--- src/rtl/alu_mdu_pkg.sv ---
// Shared types and constants for the execute-stage ALU/MDU.
package alu_mdu_pkg;

   localparam int unsigned XLEN_DEF = 32;
   localparam int unsigned SHAMT_W  = $clog2(XLEN_DEF);

   typedef enum logic [4:0] {
      OP_ADD    = 5'd0,
      OP_SUB    = 5'd1,
      OP_AND    = 5'd2,
      OP_OR     = 5'd3,
      OP_XOR    = 5'd4,
      OP_SLT    = 5'd5,
      OP_SLTU   = 5'd6,
      OP_SLL    = 5'd7,
      OP_SRL    = 5'd8,
      OP_SRA    = 5'd9,
      OP_MUL    = 5'd10,
      OP_MULH   = 5'd11,
      OP_MULHSU = 5'd12,
      OP_MULHU  = 5'd13,
      OP_DIV    = 5'd14,
      OP_DIVU   = 5'd15,
      OP_REM    = 5'd16,
      OP_REMU   = 5'd17
   } op_e;

   typedef enum logic [1:0] {
      IDLE = 2'd0,
      MUL  = 2'd1,
      DIV  = 2'd2,
      DONE = 2'd3
   } state_e;

endpackage

--- src/rtl/mdu_divider.sv ---
// Iterative radix-2 restoring unsigned divider, one quotient bit per cycle.
// The first step is taken on the start edge, so done pulses XLEN edges
// after start with quotient/remainder already registered.
module mdu_divider #(
   parameter int unsigned XLEN = 32
) (
   input  logic            clk,
   input  logic            rst,
   input  logic            start,
   input  logic            abort,
   input  logic [XLEN-1:0] dividend,
   input  logic [XLEN-1:0] divisor,
   output logic [XLEN-1:0] quotient,
   output logic [XLEN-1:0] remainder,
   output logic            done
);

   localparam int unsigned CNT_W = $clog2(XLEN) + 1;

   logic [XLEN-1:0]  rem_q, quo_q, dvsr_q;
   logic [XLEN-1:0]  rem_src, quo_src, dvsr_src;
   logic [XLEN-1:0]  rem_nx, quo_nx;
   logic [XLEN:0]    trial, diff;
   logic [CNT_W-1:0] cnt;
   logic             running;

   // One restoring step, fed from the ports on start and from the registers otherwise.
   always_comb begin
      rem_src  = start ? '0       : rem_q;
      quo_src  = start ? dividend : quo_q;
      dvsr_src = start ? divisor  : dvsr_q;
      trial    = {rem_src, quo_src[XLEN-1]};
      diff     = trial - {1'b0, dvsr_src};
      if (diff[XLEN]) begin
         rem_nx = trial[XLEN-1:0];
         quo_nx = {quo_src[XLEN-2:0], 1'b0};
      end else begin
         rem_nx = diff[XLEN-1:0];
         quo_nx = {quo_src[XLEN-2:0], 1'b1};
      end
   end

   // Iteration registers and step counter; abort drops the division silently.
   always_ff @(posedge clk) begin
      if (rst) begin
         rem_q   <= '0;
         quo_q   <= '0;
         dvsr_q  <= '0;
         cnt     <= '0;
         running <= 1'b0;
         done    <= 1'b0;
      end else begin
         done <= 1'b0;
         if (abort) begin
            running <= 1'b0;
         end else if (start) begin
            rem_q   <= rem_nx;
            quo_q   <= quo_nx;
            dvsr_q  <= divisor;
            cnt     <= CNT_W'(XLEN - 1);
            running <= 1'b1;
         end else if (running) begin
            rem_q <= rem_nx;
            quo_q <= quo_nx;
            cnt   <= cnt - CNT_W'(1);
            if (cnt == CNT_W'(1)) begin
               running <= 1'b0;
               done    <= 1'b1;
            end
         end
      end
   end

   assign quotient  = quo_q;
   assign remainder = rem_q;

endmodule

--- src/rtl/alu_mdu.sv ---
// Execute-stage ALU with multi-cycle RV32M multiply/divide and valid/ready
// handshakes on both sides. Define FAST_MUL_EN to replace the iterative
// multiplier with a single-cycle combinational product.
module alu_mdu
   import alu_mdu_pkg::*;
#(
   parameter int unsigned XLEN  = 32,
   parameter int unsigned TAG_W = 5
) (
   input  logic             clk,
   input  logic             rst,
   input  logic             flush,
   input  logic             in_valid,
   output logic             in_ready,
   input  logic [4:0]       op,
   input  logic [XLEN-1:0]  src1,
   input  logic [XLEN-1:0]  src2,
   input  logic [TAG_W-1:0] in_tag,
   output logic             out_valid,
   input  logic             out_ready,
   output logic [XLEN-1:0]  result,
   output logic [TAG_W-1:0] out_tag,
   output logic             busy
);

   // Package constant covers the default width; other widths derive their own.
   localparam int unsigned SH_W    = (XLEN == XLEN_DEF) ? SHAMT_W : $clog2(XLEN);
   localparam logic [XLEN-1:0] MIN_VAL = {1'b1, {(XLEN-1){1'b0}}};
   localparam logic [XLEN-1:0] ONES    = {XLEN{1'b1}};

   state_e            state, state_d;
   logic              out_valid_d, busy_d;
   logic [XLEN-1:0]   result_d;
   logic [TAG_W-1:0]  out_tag_d;

   logic              accept, out_hs;
   logic              is_mul, is_div, a_signed, b_signed, sel_hi_op;
   logic              div_zero, div_ovf, div_special;
   logic              go_mul, go_div, single;
   logic              s1_neg, s2_neg;
   logic [XLEN-1:0]   mag1, mag2;
   logic [SH_W-1:0]   shamt;
   logic [XLEN-1:0]   quick_res;

   logic              neg_q, neg_r, sel_hi;
   logic [XLEN-1:0]   div_q, div_r, div_res;
   logic              div_done;
   logic              mul_last;
   logic [XLEN-1:0]   mul_res;

   assign out_hs   = out_valid && out_ready;
   assign in_ready = (state == IDLE) && (!out_valid || out_ready) && !flush;
   assign accept   = in_valid && in_ready;
   assign shamt    = src2[SH_W-1:0];

   // Op decode, operand signs/magnitudes and divide corner cases.
   always_comb begin
      is_mul    = op inside {OP_MUL, OP_MULH, OP_MULHSU, OP_MULHU};
      is_div    = op inside {OP_DIV, OP_DIVU, OP_REM, OP_REMU};
      a_signed  = op inside {OP_MULH, OP_MULHSU, OP_DIV, OP_REM};
      b_signed  = op inside {OP_MULH, OP_DIV, OP_REM};
      sel_hi_op = op inside {OP_MULH, OP_MULHSU, OP_MULHU, OP_REM, OP_REMU};
      s1_neg    = a_signed && src1[XLEN-1];
      s2_neg    = b_signed && src2[XLEN-1];
      mag1      = s1_neg ? -src1 : src1;
      mag2      = s2_neg ? -src2 : src2;
      div_zero  = (src2 == '0);
      div_ovf   = (op inside {OP_DIV, OP_REM}) && (src1 == MIN_VAL) && (src2 == ONES);
      div_special = div_zero || div_ovf;
   end

`ifdef FAST_MUL_EN
   logic [2*XLEN-1:0] fast_a, fast_b, fast_prod;

   // Sign-extended operands give the exact low 2*XLEN product bits for every MUL* variant.
   assign fast_a    = {{XLEN{s1_neg}}, src1};
   assign fast_b    = {{XLEN{s2_neg}}, src2};
   assign fast_prod = fast_a * fast_b;
   assign go_mul    = 1'b0;
   assign mul_last  = 1'b0;
   assign mul_res   = '0;
`else
   localparam int unsigned CNT_W = SH_W + 1;

   logic [XLEN-1:0]   p_hi, p_lo, mcand;
   logic [CNT_W-1:0]  mul_cnt;
   logic [XLEN:0]     mul_sum;
   logic [2*XLEN-1:0] p_next, p_signed;

   assign go_mul   = accept && is_mul;
   assign mul_last = (state == MUL) && (mul_cnt == CNT_W'(1));

   // Shift-add step on magnitudes; the last step feeds the sign fix-up directly.
   always_comb begin
      mul_sum  = {1'b0, p_hi} + (p_lo[0] ? {1'b0, mcand} : '0);
      p_next   = {mul_sum, p_lo[XLEN-1:1]};
      p_signed = neg_q ? -p_next : p_next;
      mul_res  = sel_hi ? p_signed[2*XLEN-1:XLEN] : p_signed[XLEN-1:0];
   end

   // Iterative multiplier registers: product halves, multiplicand, step count.
   always_ff @(posedge clk) begin
      if (rst) begin
         p_hi    <= '0;
         p_lo    <= '0;
         mcand   <= '0;
         mul_cnt <= '0;
      end else if (go_mul) begin
         p_hi    <= '0;
         p_lo    <= mag2;
         mcand   <= mag1;
         mul_cnt <= CNT_W'(XLEN);
      end else if (state == MUL) begin
         {p_hi, p_lo} <= p_next;
         mul_cnt      <= mul_cnt - CNT_W'(1);
      end
   end
`endif

   assign go_div = accept && is_div && !div_special;
   assign single = accept && !go_div && !go_mul;

   // Single-cycle results, including the divide corner cases.
   always_comb begin
      quick_res = '0;
      case (op)
         OP_ADD:  quick_res = src1 + src2;
         OP_SUB:  quick_res = src1 - src2;
         OP_AND:  quick_res = src1 & src2;
         OP_OR:   quick_res = src1 | src2;
         OP_XOR:  quick_res = src1 ^ src2;
         OP_SLT:  quick_res = XLEN'($signed(src1) < $signed(src2));
         OP_SLTU: quick_res = XLEN'(src1 < src2);
         OP_SLL:  quick_res = src1 << shamt;
         OP_SRL:  quick_res = src1 >> shamt;
         OP_SRA:  quick_res = XLEN'($signed(src1) >>> shamt);
`ifdef FAST_MUL_EN
         OP_MUL:    quick_res = fast_prod[XLEN-1:0];
         OP_MULH,
         OP_MULHSU,
         OP_MULHU:  quick_res = fast_prod[2*XLEN-1:XLEN];
`endif
         OP_DIV,
         OP_DIVU: quick_res = div_zero ? ONES : MIN_VAL;
         OP_REM,
         OP_REMU: quick_res = div_zero ? src1 : '0;
         default: quick_res = '0;
      endcase
   end

   mdu_divider #(.XLEN(XLEN)) u_divider (
      .clk       (clk),
      .rst       (rst),
      .start     (go_div),
      .abort     (flush),
      .dividend  (mag1),
      .divisor   (mag2),
      .quotient  (div_q),
      .remainder (div_r),
      .done      (div_done)
   );

   // Quotient takes the xor of operand signs, remainder the dividend sign.
   always_comb begin
      if (sel_hi) div_res = neg_r ? -div_r : div_r;
      else        div_res = neg_q ? -div_q : div_q;
   end

   // Sign and half-select flags captured with each accepted op.
   always_ff @(posedge clk) begin
      if (rst) begin
         neg_q  <= 1'b0;
         neg_r  <= 1'b0;
         sel_hi <= 1'b0;
      end else if (accept) begin
         neg_q  <= s1_neg ^ s2_neg;
         neg_r  <= s1_neg;
         sel_hi <= sel_hi_op;
      end
   end

   // Next state and next registered outputs; flush overrides everything.
   always_comb begin
      state_d     = state;
      out_valid_d = out_valid;
      result_d    = result;
      out_tag_d   = out_tag;
      case (state)
         IDLE: begin
            if (go_mul)      state_d = MUL;
            else if (go_div) state_d = DIV;
         end
         MUL:     if (mul_last) state_d = DONE;
         DIV:     if (div_done) state_d = DONE;
         DONE:    if (out_hs)   state_d = IDLE;
         default: state_d = IDLE;
      endcase
      if (out_hs) out_valid_d = 1'b0;
      if (accept) out_tag_d = in_tag;
      if (single) begin
         out_valid_d = 1'b1;
         result_d    = quick_res;
      end
      if (mul_last) begin
         out_valid_d = 1'b1;
         result_d    = mul_res;
      end
      if ((state == DIV) && div_done) begin
         out_valid_d = 1'b1;
         result_d    = div_res;
      end
      if (flush) begin
         state_d     = IDLE;
         out_valid_d = 1'b0;
      end
      busy_d = (state_d == MUL) || (state_d == DIV);
   end

   // State and output registers.
   always_ff @(posedge clk) begin
      if (rst) begin
         state     <= IDLE;
         out_valid <= 1'b0;
         result    <= '0;
         out_tag   <= '0;
         busy      <= 1'b0;
      end else begin
         state     <= state_d;
         out_valid <= out_valid_d;
         result    <= result_d;
         out_tag   <= out_tag_d;
         busy      <= busy_d;
      end
   end

endmodule

--- config.mk ---
export PLATFORM = sky130hd
export DESIGN_NAME = alu_mdu
export DESIGN_NICKNAME = d
export VERILOG_FILES = /design/src/rtl/alu_mdu_pkg.sv /design/src/rtl/mdu_divider.sv /design/src/rtl/alu_mdu.sv
export SDC_FILE = /design/constraint.sdc
export NUM_CORES = 2
export LEC_CHECK = 0
export CAP_MARGIN = 20
export CORE_ASPECT_RATIO = 1.25
export CORE_MARGIN = 5
export CORE_UTILIZATION = 35
export DETAILED_ROUTE_END_ITERATION = 6
export PLACE_DENSITY = 0.59
export SLEW_MARGIN = 20
export SYNTH_ARGS = -nofsm -noshare
export SYNTH_HDL_FRONTEND = slang
export SYNTH_SLANG_ARGS = --single-unit
--- constraint.sdc ---
create_clock -name clk -period 22.4 [get_ports clk]
set_input_delay 4.48 -clock clk [delete_from_list [all_inputs] [get_ports clk]]
set_output_delay 4.48 -clock clk [all_outputs]
set_load 0.005 [all_outputs]
After elaboration in Yosys (flattened, before gate mapping) --
Cells that the tools add are included.
Storage, ports and cells: bits of input ports 79, logic and storage cells 153, register bits after elaboration 250, output and inout bits 40
Operators by class: reduce and logical (&&, ||, !) cells 42, bitwise operators 6, $add $sub $neg 11, order comparisons 2, shift operators 3, eq/ne operators 26, muxes and demuxes 44
Operator list (count):
- two-way mux 32 bit | 21
- case mux 32 bit (12 select lines) | 1
- negation 32 bit | 4
- equality test 32 bit, second input constant | 2
- < comparator 32 bit | 2
- two-way mux 64 bit | 1
- negation 64 bit | 1
- equality test 5 x 4 -> 1 bit, second input constant | 8
- adder 32 x 32 -> 33 bit | 1
- subtractor 33 x 32 -> 33 bit | 1
- adder 32 bit | 1
- AND 32 bit | 1
- zero test 32 bit | 1
- bitwise OR 32 bit | 1
- << shifter 32 x 5 -> 32 bit | 1
- right shift 32 x 5 -> 32 bit | 1
- >>> shifter 32 x 5 -> 32 bit | 1
- subtractor 32 bit | 1
- XOR 32 bit | 1
- two-way mux 31 bit | 1
- two-way mux 6 bit | 4
- equality test 5 x 3 -> 1 bit, second input constant | 4
- nonzero test 4 bit | 4
- logical AND 1 bit | 15
- other kinds (22) | 55

Logic depth before layout (Yosys ltp) --
word-level depth 13, mapped depth 30, gate-level depth less buffers 22

Hierarchy --
From an unflattened synthesis, not the netlist that was laid out.
Second synthesis, totals: cell total of the unflattened synthesis 3835, area, all modules 27401.3 sq um
Modules (own cells, without submodules):
- alu_mdu | sequential area each 2922.8 sq um, cells an instance 3061, area an instance 20952.6 sq um, instances 1
- mdu_divider | sequential area each 2082.0 sq um, cells an instance 774, area an instance 6448.7 sq um, instances 1

Least setup slack after synthesis --
OpenSTA, ideal clock, no wires.
path type input to register, from input src2[1], to register u_divider.rem_q[31], in the netlist u_divider.remainder[31], data required time 22.270 ns, buffers on the path 8, setup time 0.130 ns, cell stages on the path 28, path slack 11.272 ns, data arrival time 10.998 ns, cell sequence clkbuf_1 > inv_1 > clkbuf_1 > clkbuf_1 > ha_1 > or3b_1 > or4_1 > clkbuf_1 > or4_1 > clkbuf_1 > o211ai_2 > clkbuf_1 > clkbuf_1 > nor2_1 > a21oi_1 > ha_1 > nor2b_1 > o21a_1 > or2_2 > buf_1 > nor4b_1 > mux2_2 > o21ai_0 > or3b_2 > a311oi_1 > o21ai_0 > xnor2_1 > o22ai_1
On the way: word-level cells in the longest chain between the ends 10, elaborated cells on any way between the ends 17, those cells by class add/sub: 2; eq/ne: 1; mux: 7; reduce/logical: 7
RTL lines:
- start: declaration | RTL line alu_mdu.sv:17 | input logic [XLEN-1:0] src2,
- branches (longest 10 deep; another with subtractor 33 x 32 -> 33 bit)
- end signal: assignment | RTL line mdu_divider.sv:57 | rem_q <= rem_nx;
- end signal: assignment | RTL line mdu_divider.sv:63 | rem_q <= rem_nx;
- end: declaration | RTL line mdu_divider.sv:20 | logic [XLEN-1:0] rem_q, quo_q, dvsr_q;
Several ways; the timed one is not identified. The select of a mux whose other input is x is not followed. A chain may end at the register's enable or synchronous reset.

Worst setup path in the final report --
from input src2[1], to register u_divider.rem_q[3], in the netlist u_divider.remainder[3]
Same word-level chain as after synthesis.

==> results.py <==
metrics = {
    "route": {
        "route.detailed.drc": 0,
        "detail-route-antenna-nets": 0,
        "wl_um": 128000,
        "wl_per_cell_um": 27.0,
        "initialDrtViolationCount": 3691,
        "vias": 30000,
        "drt-pass1-iter-count": 6,
        "drt-vias-per-instance": 6.36,
    },
    "logic_synthesis": {
        "syn_nets": 4040,
        "syn_area_um2": 27000,
        "syn-mean-instance-area_um2": 7.14,
        "synth_seq_area_share": 0.185,
        "synthCells": 3787,
        "ys_warn_count": 0,
        "synth_edf_count": 0,
        "async_reset_ff_frac": 0,
        "ys_ff_latch": 250,
        "yosys_most_used_dff": "dfxtp_1",
        "yosysUniqueCellTypes": 94,
    },
    "finish": {
        "fin_area_um2": 29900,
        "areaGrowthSynthToFinish_pct": 10.7,
        "fin_util": 0.389,
        "nFillCells": 8184,
        "nets": 3967,
        "drive_above_1_share": 0.0632,
    },
    "global_route": {
        "grt_overflow": 0,
        "first_global_vias": 27700,
        "grt_use_total": 0.290,
        "antenna_found_initial": 4,
        "grt_pass1_wl_um": 184000,
        "grt_max_degree": 115,
    },
    "cts": {
        "cts.sinks": 250,
        "cts_resized": 0,
        "cts_inserted_buffers": 27,
        "cts_hold_buffers": 0,
        "htreeDepth": 1,
        "clk_pin_slew_ns": 0.06,
        "cts_tree": "done",
        "ctsRootBufferMaster": "clkbuf_16",
        "clk_latency_ns": 0.56,
        "post-cts-setup-buffer-count": 0,
        "clk_path_buf_depth": 3,
    },
    "setup_path": {
        "cp.arrival_ns": 12.55,
        "path_max_fanout": 79,
        "cp-start-kind": "input port",
        "crit_required_ns": 22.88,
        "worstSetupEndpointType": "register",
        "crit_type": "in -> reg",
        "reg2reg_slack_ns": 15.63,
    },
    "floorplanning": {
        "core-area_um2": 77000,
        "die_w_um": 259,
        "fp.dieArea_um2": 83000,
        "rows": 114,
        "die_h_um": 321,
        "io_pins": 119,
        "start_util": 0.351,
    },
    "timing": {
        "rsz0062_at_grt": "no",
        "hold_viol": 0,
        "finalWorstSetupSlack_ns": 10.33,
        "finalCriticalPeriod_ns": 12.07,
        "slew_violations": 0,
        "tns_ns": 0,
        "fin_skew_ns": 0.00889,
        "setup_violations": 0,
        "worst_slew_pin_slew_ns": 1.24,
        "finalCritPeriodShare": 0.539,
        "slew_headroom": 0.163,
        "fmax_mhz": 82.9,
    },
    "pwr": {
        "power.leakage_uw": 0.0113,
        "power_density_nw_per_um2": 51.2,
        "peakVddDrop_uv": 60.7,
    },
    "placed_design": {
        "hpwl_um": 97100,
        "preCtsSetupSlack_ns": 9.89,
        "port_buffers": 118,
        "placed_area_um2": 29000,
        "routabilityCongestion": 1.07,
    },
    "worst_hold_path": {
        "hp-class": "reg -> reg",
    },
    "flow_run": {
        "cap_viol_max_count": 0,
    },
    "status": {
        "outcome": "finished, final reports clean",
    },
}
[flip-flops by register name, summed over array words and instances, names as in the netlist, 2 cells and up]
signal and count:
mul_cnt 6, state 2, p_lo 32, u_divider.dvsr_q 32, u_divider.remainder 32, out_tag 5
p_hi 32, mcand 32, result 32, u_divider.cnt 6, u_divider.quotient 32
[path summary, 6_finish.rpt]
check / startpoint / end / cells past startpoint
worst max-delay path: src2[1] / u_divider.remainder[3]$_SDFFE_PP0P_ / 25
worst min-delay path: result[5]$_SDFFE_PP0P_ / result[5]$_SDFFE_PP0P_ / 2
worst max register to register: state[1]$_SDFF_PP0_ / u_divider.remainder[3]$_SDFFE_PP0P_ / 21
worst min register to register: result[5]$_SDFFE_PP0P_ / result[5]$_SDFFE_PP0P_ / 2
[layer usage]
layer | track usage | vias up | part of all wire
li1 | - | 13700 | -
met3 | 0.0459 | 446 | 0.089
met2 | 0.473 | 1689 | 0.45
met1 | 0.354 | 14200 | 0.38
met5 | 0 | - | 0.00010
met4 | 0.192 | 2 | 0.083
[placed cells by master (no fill, tap or decap), types with 11 or more instances in the layout]
cell,instances
a211o_1,11
a211oi_1,175
a21o_1,61
a21oi_1,360
a221o_1,13
a221oi_1,40
a22oi_1,22
a31oi_1,37
and2_1,91
and3_1,61
buf_4,73
clkbuf_16,28
clkdlybuf4s50_1,112
dfxtp_1,248
ha_1,170
inv_1,125
mux2i_1,62
mux4_2,38
nand2_1,370
nand2b_1,29
nand3_1,65
nand4_1,29
nor2_1,432
nor2b_1,19
nor3_1,82
nor4_1,28
o211ai_1,25
o21a_1,18
o21ai_0,218
o21bai_1,23
o221ai_1,16
o22ai_1,40
o31ai_1,56
o41ai_1,25
or2_2,22
or3_1,29
or4_1,30
xnor2_1,161
xor2_1,88
[through the flow]
stage                     instances  hold WS, ns  power, uW
after floorplan                3787        0.432        828
after global placement         4671        0.439       1020
after detailed placement       4671        0.444       1020
after CTS                      4719        0.451       1520
after global routing           4719        0.477       1590
final                          4720        0.447       1530
[cells by family after synthesis]
group / share of synthesized area
mux: 0.0575
flops: 0.185
xor+xnor: 0.0812
fa+ha+maj: 0.0816
compound gates: 0.300
simple gates: 0.235
buf+inv: 0.0591
[worst max-delay path, stage by stage]
cell and delay [ns]:
buf_2 0.14, inv_1 0.37, buf_4 0.31, ha_1 0.21
or3b_1 0.44, or4_1 0.67, or4_1 0.71, o211ai_4 0.13
buf_4 0.54, buf_4 0.78, a21oi_1 0.20, ha_1 0.25
fa_1 0.40, inv_1 0.07, a21oi_1 0.09, nor3_1 0.22
nand3_1 0.15, a21oi_2 0.28, o21ai_1 0.17, o41ai_4 0.56
xor2_4 0.32, buf_4 0.46, o21a_1 0.20, o211ai_1 0.09
a31oi_1 0.20
[cell type report]
type	instances	area (um2)	area share
Inverter	128	480	0.0161
Tap cell	986	1230	0.0412
Timing Repair Buffer	191	1720	0.0575
Clock inverter	10	188	0.00627
Antenna cell	1	2.50	0.0000836
Multi-Input combinational cell	3116	20500	0.686
Sequential cell	250	5010	0.167
Clock buffer	38	768	0.0257
[where the power goes]
part | switching [uW] | total, uW | internal (uW)
Clock | 202 | 499 | 296
Combinational | 368 | 562 | 194
Sequential | 16.1 | 472 | 455
Total | 587 | 1530 | 946
[synth_stat cells (8+ instances only)]
cell,count,share of area
o31a_1,10,0.0032
nor2_1,435,0.060
o22ai_1,40,0.0093
o41ai_1,25,0.0081
nor2b_1,21,0.0049
buf_1,21,0.0029
nand3_1,65,0.012
a31oi_1,38,0.0088
nor4_1,29,0.0067
mux2i_1,62,0.023
a21oi_1,360,0.067
buf_2,8,0.0015
a21boi_0,8,0.0022
nand2b_1,31,0.0072
and2_1,91,0.021
o21a_1,18,0.0050
nor3_1,82,0.015
xnor2_1,161,0.052
clkbuf_1,263,0.037
a22oi_1,22,0.0061
a211oi_1,175,0.049
a221o_1,13,0.0048
o21ai_0,219,0.041
a2111oi_0,8,0.0026
or2_2,22,0.0051
o2111ai_1,9,0.0029
o31ai_1,56,0.016
or3_1,29,0.0067
o211ai_1,25,0.0069
or4_1,30,0.0083
inv_1,125,0.017
o221ai_1,16,0.0052
a21o_1,61,0.017
nand2_1,370,0.051
a221oi_1,40,0.013
nand4_1,29,0.0067
ha_1,170,0.079
xor2_1,88,0.028
o21bai_1,23,0.0064
nand3b_1,8,0.0022
dfxtp_1,250,0.19
a211o_1,11,0.0036
mux4_2,38,0.032
and3_1,62,0.014
Note: power is estimated with default switching activity, not from simulation.
